<file path="src/rtl/mux_scan_pkg.sv">
// Shared types and scan-order helpers for the 4:1 mux scan sequencer.
// MUX_SCAN_GRAY_EN selects Gray scan order (0,1,3,2) instead of binary.
package mux_scan_pkg;

    localparam int NCH  = 4;
    localparam int SELW = 2;

    typedef enum logic [1:0] {
        S_IDLE,
        S_DWELL,
        S_DONE
    } state_t;

    typedef struct packed {
        logic            found;
        logic [SELW-1:0] pos;
    } nxt_t;

    // Map a scan position to the channel (select value) visited there.
    function automatic logic [SELW-1:0] scan_ch(input logic [SELW-1:0] pos);
`ifdef MUX_SCAN_GRAY_EN
        return pos ^ (pos >> 1);
`else
        return pos;
`endif
    endfunction

    // Lowest scan position >= from whose channel is enabled in mask.
    function automatic nxt_t next_enabled(input logic [NCH-1:0] mask, input logic [SELW:0] from);
        nxt_t r;
        r = '0;
        for (int i = NCH - 1; i >= 0; i--) begin
            if ((SELW + 1)'(i) >= from && mask[scan_ch(SELW'(i))]) begin
                r.found = 1'b1;
                r.pos   = SELW'(i);
            end
        end
        return r;
    endfunction

endpackage

</file>
<file path="src/rtl/mux_scan_dwell_ctr.sv">
// Dwell counter: counts 0..DWELL-1 while enabled, wraps, flags the last dwell cycle.
// Latency: tc is combinational from the registered count; no backpressure.
module mux_scan_dwell_ctr #(
    parameter int DWELL = 2,
    parameter int CW    = 8
) (
    input  logic clk,
    input  logic rst,
    input  logic clr,
    input  logic en,
    output logic tc
);

    localparam logic [CW-1:0] TC_VAL = CW'(DWELL - 1);

    logic [CW-1:0] cnt_q, cnt_d;

    always_comb begin
        cnt_d = cnt_q;
        if (clr) begin
            cnt_d = '0;
        end else if (en) begin
            cnt_d = (cnt_q == TC_VAL) ? '0 : cnt_q + CW'(1);
        end
    end

    always_ff @(posedge clk) begin
        if (rst) begin
            cnt_q <= '0;
        end else begin
            cnt_q <= cnt_d;
        end
    end

    assign tc = en && (cnt_q == TC_VAL);

endmodule

</file>
<file path="src/rtl/mux_scan_sequencer.sv">
// Scans enabled mux channels, holds each select DWELL cycles, captures y into sample.
// Latency: frame_done N*DWELL edges after the start edge; no backpressure (start ignored while busy).
// Optional MUX_SCAN_GRAY_EN: Gray scan order via mux_scan_pkg::scan_ch.
module mux_scan_sequencer
    import mux_scan_pkg::*;
#(
    parameter int DWELL = 2,
    parameter int CW    = 8
) (
    input  logic           clk,
    input  logic           rst,
    input  logic           start,
    input  logic           cont,
    input  logic [NCH-1:0] ch_mask,
    input  logic           y_in,
    output logic           s0,
    output logic           s1,
    output logic           busy,
    output logic [NCH-1:0] sample,
    output logic           frame_done
);

    state_t          state_q, state_d;
    logic [SELW-1:0] pos_q, pos_d;
    logic [NCH-1:0]  mask_q, mask_d;
    logic [SELW-1:0] sel_q, sel_d;
    logic            busy_q, busy_d;
    logic [NCH-1:0]  sample_q, sample_d;
    logic            frame_done_q, frame_done_d;
    logic            tc;
    nxt_t            n_start, n_next;

    mux_scan_dwell_ctr #(.DWELL(DWELL), .CW(CW)) u_ctr (
        .clk (clk),
        .rst (rst),
        .clr (state_q != S_DWELL),
        .en  (state_q == S_DWELL),
        .tc  (tc)
    );

    assign n_start = next_enabled(ch_mask, '0);
    assign n_next  = next_enabled(mask_q, {1'b0, pos_q} + (SELW + 1)'(1));

    always_comb begin
        state_d      = state_q;
        pos_d        = pos_q;
        mask_d       = mask_q;
        sel_d        = sel_q;
        busy_d       = busy_q;
        sample_d     = sample_q;
        frame_done_d = 1'b0;
        case (state_q)
            S_IDLE, S_DONE: begin
                // DONE with cont relaunches exactly like a start from IDLE
                if ((state_q == S_IDLE && start) || (state_q == S_DONE && cont)) begin
                    mask_d   = ch_mask;
                    sample_d = '0;
                    if (n_start.found) begin
                        state_d = S_DWELL;
                        pos_d   = n_start.pos;
                        sel_d   = scan_ch(n_start.pos);
                        busy_d  = 1'b1;
                    end else begin
                        state_d      = S_DONE;
                        sel_d        = '0;
                        frame_done_d = 1'b1;
                    end
                end else if (state_q == S_DONE) begin
                    state_d = S_IDLE;
                    busy_d  = 1'b0;
                end
            end
            S_DWELL: begin
                if (tc) begin
                    sample_d[scan_ch(pos_q)] = y_in;
                    if (n_next.found) begin
                        pos_d = n_next.pos;
                        sel_d = scan_ch(n_next.pos);
                    end else begin
                        state_d      = S_DONE;
                        sel_d        = '0;
                        frame_done_d = 1'b1;
                    end
                end
            end
            default: begin
                state_d = S_IDLE;
                sel_d   = '0;
                busy_d  = 1'b0;
            end
        endcase
    end

    always_ff @(posedge clk) begin
        if (rst) begin
            state_q      <= S_IDLE;
            pos_q        <= '0;
            mask_q       <= '0;
            sel_q        <= '0;
            busy_q       <= 1'b0;
            sample_q     <= '0;
            frame_done_q <= 1'b0;
        end else begin
            state_q      <= state_d;
            pos_q        <= pos_d;
            mask_q       <= mask_d;
            sel_q        <= sel_d;
            busy_q       <= busy_d;
            sample_q     <= sample_d;
            frame_done_q <= frame_done_d;
        end
    end

    assign s0         = sel_q[0];
    assign s1         = sel_q[1];
    assign busy       = busy_q;
    assign sample     = sample_q;
    assign frame_done = frame_done_q;

endmodule

</file>
<file path="config.mk">
export PLATFORM = sky130hd
export DESIGN_NAME = mux_scan_sequencer
export DESIGN_NICKNAME = d
export VERILOG_FILES = /design/src/rtl/mux_scan_pkg.sv /design/src/rtl/mux_scan_dwell_ctr.sv /design/src/rtl/mux_scan_sequencer.sv
export SDC_FILE = /design/constraint.sdc
export NUM_CORES = 1
export LEC_CHECK = 0
export CORE_MARGIN = 2
export CORE_UTILIZATION = 45
export CTS_CLUSTER_SIZE = 10
export DETAILED_ROUTE_END_ITERATION = 16
export PLACE_DENSITY = 0.77
export SYNTH_ARGS = -nofsm -noshare
export SYNTH_HDL_FRONTEND = slang
export SYNTH_SLANG_ARGS = --single-unit
</file>
<file path="constraint.sdc">
create_clock -name clk -period 4.64 [get_ports clk]
set_input_delay 0.928 -clock clk [delete_from_list [all_inputs] [get_ports clk]]
set_output_delay 0.928 -clock clk [all_outputs]
set_load 0.03 [all_outputs]
</file>
==> results of run 1 <==
[flip-flops by register name, summed over array words and instances (netlist names)]
register and cells:
busy 1, frame_done 1, mask_q 3, pos_q 2, sample 4, sel_q 2, state_q 2, u_ctr.cnt_q 8
[worst max path at each step]
stage	startpoint	endpoint	slack (ns)
final	sample[0]$_SDFFE_PP0P_	sample[0]	2.36
after global routing	rst	sample[3]$_SDFFE_PP0P_	2.28
after CTS	sample[0]$_SDFFE_PP0P_	sample[0]	2.35
after detailed placement	rst	sample[3]$_SDFFE_PP0P_	2.06
after global placement	rst	sample[3]$_SDFFE_PP0P_	2.09
after floorplan	cont	pos_q[0]$_SDFFE_PP0P_	2.64
[layer usage]
| metal | routed length [microns] | GRT usage | vias to the layer above |
|---|---|---|---|
| met5 | 0 | 0 | - |
| met4 | 21 | 0.04181 | 0 |
| met3 | 134 | 0.05386 | 2 |
| met2 | 1121 | 0.2755 | 22 |
| met1 | 1098 | 0.2135 | 451 |
| li1 | - | - | 518 |
[logic make-up after synthesis]
logic type	Yosys count	share of synthesized area
compound gates	39	0.2437
xor+xnor	6	0.04449
fa+ha+maj	2	0.02118
buf+inv	14	0.05402
flops	23	0.3898
mux	4	0.04237
simple gates	48	0.2044
[area by class of cell]
| class | instances | area (sq um) |
|---|---|---|
| tap | 30 | 37.54 |
| timing repair buffer | 16 | 160.2 |
| sequential | 23 | 460.4 |
| inverter | 8 | 30.03 |
| multi-input combinational | 99 | 656.9 |
| clock buffer | 4 | 26.28 |
| fill | 239 | 1106 |
[cell usage in the layout, fill, tap and decap left out, types with 2 or more instances in the layout]
cell type / instances
and3_1: 2
dfxtp_1: 23
o21ai_0: 4
nor3_1: 7
ha_1: 2
inv_1: 8
a31oi_1: 3
clkdlybuf4s50_1: 16
xnor2_1: 4
o31ai_1: 2
o22ai_1: 2
nand2b_1: 2
clkbuf_4: 3
o32ai_1: 2
nand2_1: 12
nand3_1: 2
xor2_1: 2
a211oi_1: 4
nor2_1: 17
nor2b_1: 2
o311ai_1: 2
a21oi_1: 7
[power by group through the flow]
stage	logic, mW	registers (mW)	clock network, mW
2_1_floorplan	0.0816	0.233	0
3_3_place_gp	0.114	0.231	0
3_5_place_dp	0.114	0.231	0
4_1_cts	0.115	0.227	0.0981
5_1_grt	0.126	0.230	0.108
6_report	0.115	0.227	0.0925
==> flow_summary_export.csv, run 1 <==
group,metric,value,unit
route,num_vias,993,
global_routing,grtUsageTotal,0.1680,
setup_path,cp.depth,1,
clocking,cts.sink_count,23,
pwr,clkPwrFrac,0.213,
timing,setup_tns,0,ns
pwr,total_power,434.2,uW
clocking,cts_setup_buffers,0,
logic_synthesis,synth_area_leaders,"dfxtp_1 (39%), nor2_1 (5.4%), nand2_1 (3.8%)",
logic_synthesis,ys.warnings.count,0,
clocking,cts_hold_buf,0,
min_path,hold_depth,2,
timing,rsz0062_at_grt,"no",
place,postPlaceCellArea,1345,sq um
pwr,pwr-share-comb,0.264,
route,drt-initial-drc-count,16,
final_layout,nets,162,
floorplanning,die_h,55.23,microns
logic_synthesis,ys_types,44,
global_routing,antenna_found_initial,0,
logic_synthesis,netlist_area,1181,sq um
logic_synthesis,ys_seq_elements,23,
clocking,cts_tree,"built",
setup_path,crit_buf_inv,1,
logic_synthesis,yosysSeqAreaShare,0.3898,
pwr,internal_power,293.1,uW
outcome,status,"completed",
logic_synthesis,synth_top_area_share,0.3898,
min_path,holdPathEnd,"busy$_SDFFE_PP0P_",
timing,fin_ws,2.364,ns
setup_path,r2r-start,"u_ctr.cnt_q[0]$_SDFFE_PP0P_",
setup_path,crit_type,"reg -> out",
timing,skew,0.01902,ns
place,place_ws,2.058,ns
global_routing,grt_max_degree,16,
logic_synthesis,synthesis.nets,147,
route,drt_wl_total,2375,microns
pwr,swShare,0.3249,
floorplanning,die_w,55.23,microns
route,ant_nets,0,
route,dr.pass1.iters,4,
logic_synthesis,synth_most_common_cell,"dfxtp_1",
logic_synthesis,synth_cells,136,
pwr,leakage,0.4928,nW
place,io_buffer_count,16,
clocking,clockBufferDepth,2,
logic_synthesis,synthFlopType,"dfxtp_1",
setup_path,crit_slowest_cell,"clkdlybuf4s50_1",
setup_path,critPathMaxStageDelay,0.67,ns
logic_synthesis,syn_avg_cell_area,8.685,sq um
clocking,insertion_delay,0.32,ns
place,hpwlAfterDp,1816,microns
setup_path,path_delay_family,"buffers and inverters",
logic_synthesis,synth_top_area_cell,"dfxtp_1",
pwr,power.switching,141.1,uW
final_layout,syn_to_final_growth,16.10,%
final_layout,n_antenna_cell,0,
logic_synthesis,synth-edff-count,0,
pwr,ir_drop,0.2809,mV
run,max_cap_violations,0,
floorplanning,start_util,0.4768,
place,dp_cells,176,
setup_path,reg2reg_to,"pos_q[0]$_SDFFE_PP0P_",
clocking,cts_made_buffers,3,
logic_synthesis,netlist_top_cells_count,"dfxtp_1 (23), nor2_1 (17), nand2_1 (12), inv_1 (8)",
timing,fin_crit,2.276,ns
clocking,cts_resized,0,
timing,timing.hold.ws,0.4695,ns
setup_path,reg2reg_slack,2.82,ns
logic_synthesis,async_reset_ff_frac,0,
setup_path,r2r_cells,6,
timing,fmax,0.4395,GHz
setup_path,end_kind,"output port",
timing,hold_viol,0,
pwr,pwr-share-seq,0.523,
floorplanning,coreArea,2477,sq um
final_layout,layoutNonFillerInstCount,180,
pwr,power_density,316.6,nW/um^2
setup_path,crit_chain,"clkdlybuf4s50_1",
timing,finalCritPeriodShare,0.4904,
route,remaining_drc_errors,0,
setup_path,cp_max_fo,2,
final_layout,drive_above_1_share,0.08000,
final_layout,final_area,1371,sq um
clocking,clkTransAtPathRegs,0.13,ns
min_path,hold_class,"reg -> reg",
global_routing,grt_pass1_wl,4167,microns
global_routing,grt_overflow,0,
floorplanning,die-area,3050,sq um
floorplanning,num_rows,18,
timing,relSlewSlack,0.6223,
clocking,cts-root-buf,"clkbuf_4",
clocking,htree_levels,1,
route,viasPerCell,5.517,
final_layout,final_util,0.5535,
global_routing,grt_pass1_vias,970,
min_path,worstHoldStart,"busy$_SDFFE_PP0P_",
setup_path,worstPathArrival,1.35,ns
setup_path,critical_path_required,3.71,ns
timing,maxSlewViolCount,0,
timing,worst_pin_slew,0.5648,ns
place,gp_congestion,0.8889,
setup_path,critPathLaunchType,"flip-flop",
route,post_drt_wl_per_cell,13.19,microns
timing,setup_viol,0,
floorplanning,ios,17,
No activity file was read; power rests on OpenSTA's default activity.
==> run 2, diff against run 1 <==
clock period = 2.2 ns   (was 4.64 ns; I/O delays follow)
==> run 2 against run 1 <==
  * Routed wire length increased by 2.0%
  * Core utilization increased by 0.96 points
  * Critical path depth is 5 higher
  * Clock skew decreased by 0.010 ns
  * Hold slack improved by 0.00057 ns
==> flow_summary_export.csv, run 2 (same netlist as run 1, synthesis figures left out) <==
group,metric,value,unit
setup_path,reg2reg_to,"pos_q[0]$_SDFFE_PP0P_",
clocking,cts_resized,0,
timing,setup_tns,0,ns
final_layout,top_register,"u_ctr.cnt_q",
pwr,ir_drop,0.4151,mV
setup_path,crit_buf_inv,0,
pwr,pwr-share-seq,0.513,
setup_path,crit_type,"reg -> reg",
setup_path,critPathMaxStageDelay,0.40,ns
timing,skew,0.008787,ns
timing,setup_viol,0,
setup_path,reg2reg_slack,0.40,ns
timing,rsz0062_at_grt,"no",
route,drt-initial-drc-count,25,
timing,fmax,0.5559,GHz
clocking,cts_hold_buf,0,
min_path,hold_depth,2,
pwr,power_density,668.0,nW/um^2
route,num_vias,1063,
route,viasPerCell,5.809,
final_layout,drive_above_1_share,0.1046,
clocking,clockBufferDepth,2,
route,ant_nets,0,
pwr,pwr-share-comb,0.270,
setup_path,r2r-start,"u_ctr.cnt_q[0]$_SDFFE_PP0P_",
global_routing,grt_overflow,0,
clocking,cts.sink_count,23,
global_routing,grt_pass1_vias,1000,
timing,hold_viol,0,
clocking,htree_levels,1,
pwr,swShare,0.3322,
timing,timing.hold.ws,0.4701,ns
setup_path,critPathLaunchType,"flip-flop",
setup_path,path_delay_family,"simple AND/OR/NAND/NOR gates",
timing,fin_crit,1.799,ns
place,hpwlAfterDp,1890,microns
place,gp_congestion,0.8542,
floorplanning,start_util,0.4768,
min_path,hold_class,"reg -> reg",
clocking,clkTransAtPathRegs,0.14,ns
pwr,internal_power,622.3,uW
floorplanning,die_h,55.23,microns
place,io_buffer_count,16,
floorplanning,num_rows,18,
run,max_cap_violations,0,
final_layout,mostFrequentLayoutCells,"dfxtp_1 (23), nor2_1 (17), clkdlybuf4s50_1 (16), nand2_1 (12), inv_1 (8)",
setup_path,critical_path_required,2.43,ns
final_layout,largest_reg_flops,8,
global_routing,grt_max_degree,15,
route,dr.pass1.iters,5,
setup_path,crit_chain,"ha_1 -> nor4b_2 -> and2_1 -> a22o_4 -> o21ai_2 -> mux2_4",
min_path,worstHoldStart,"busy$_SDFFE_PP0P_",
timing,worst_pin_slew,0.4291,ns
final_layout,syn_to_final_growth,18.11,%
setup_path,cp_max_fo,7,
pwr,power.switching,309.6,uW
clocking,insertion_delay,0.32,ns
route,drt_wl_total,2423,microns
pwr,clkPwrFrac,0.216,
setup_path,r2r_cells,6,
setup_path,end_kind,"flip-flop",
min_path,holdPathEnd,"busy$_SDFFE_PP0P_",
floorplanning,ios,17,
clocking,cts_tree,"built",
setup_path,worstPathArrival,2.03,ns
clocking,cts_setup_buffers,0,
route,post_drt_wl_per_cell,13.24,microns
timing,finalCritPeriodShare,0.8177,
floorplanning,coreArea,2477,sq um
setup_path,crit_slowest_cell,"dfxtp_1",
clocking,cts-root-buf,"clkbuf_4",
setup_path,cp.depth,6,
final_layout,n_antenna_cell,0,
route,remaining_drc_errors,0,
clocking,cts_made_buffers,3,
timing,maxSlewViolCount,0,
floorplanning,die-area,3050,sq um
floorplanning,die_w,55.23,microns
final_layout,nets,165,
global_routing,grt_pass1_wl,4167,microns
global_routing,antenna_found_initial,0,
outcome,status,"completed",
timing,relSlewSlack,0.7135,
pwr,leakage,0.5096,nW
global_routing,grtUsageTotal,0.1667,
final_layout,layout_commonest_cell,"dfxtp_1",
run 2: cell types whose count changed in the layout (fill, tap and decap cells not counted):
cell,delta
buf_4,+3
clkbuf_1,-1
clkinv_2,+1
run 2: per-stage QoR:
step                      total power, mW  area (sq um)  utilization  setup WS (ns)  std cells
after CTS                          0.9381          1395       0.5631         0.3941        183
after floorplan                    0.6635          1181            -         0.5183        136
final                              0.9319          1395       0.5631         0.4011        183
after global routing               0.9782          1395       0.5631         0.2242        183
after detailed placement           0.7373          1368       0.5520         0.2013        179
after global placement             0.7314          1368       0.5520         0.2389        179
run 2: worst max-delay path by stage:
stage / from / end
floorplan: u_ctr.cnt_q[1]$_SDFFE_PP0P_ / pos_q[0]$_SDFFE_PP0P_
global route: u_ctr.cnt_q[0]$_SDFFE_PP0P_ / pos_q[0]$_SDFFE_PP0P_
finish: u_ctr.cnt_q[0]$_SDFFE_PP0P_ / pos_q[0]$_SDFFE_PP0P_
global placement: start / pos_q[0]$_SDFFE_PP0P_
CTS: sel_q[0]$_SDFFE_PP0P_ / s0
detailed placement: start / pos_q[0]$_SDFFE_PP0P_
run 2: power by group through the flow:
stage	Combinational, mW	Clock, mW	Sequential (mW)
2_1_floorplan	0.172	0	0.491
3_3_place_gp	0.245	0	0.486
3_5_place_dp	0.250	0	0.487
4_1_cts	0.251	0.210	0.478
5_1_grt	0.275	0.220	0.483
6_report	0.252	0.202	0.478
run 2: worst register-to-register path, delay by kind of cell, from the launching register on:
family | cells | cell delay [ns]
simple gates | 2 | 0.59
flops | 1 | 0.40
mux | 1 | 0.30
compound gates | 2 | 0.28
fa+ha+maj | 1 | 0.16
run 2: layout make-up:
| class | instances | area, sq um |
|---|---|---|
| clock buffer | 3 | 22.52 |
| clock inverter | 1 | 5.005 |
| fill | 236 | 1082 |
| inverter | 8 | 30.03 |
| multi-input combinational | 99 | 656.9 |
| sequential | 23 | 460.4 |
| tap | 30 | 37.54 |
| timing repair buffer | 19 | 182.7 |
run 2: per-layer routing:
layer  part of all wire  GRT usage
met5                  0          0
met4              0.024    0.09408
met3              0.040    0.03044
met2               0.50     0.2755
met1               0.43     0.2023
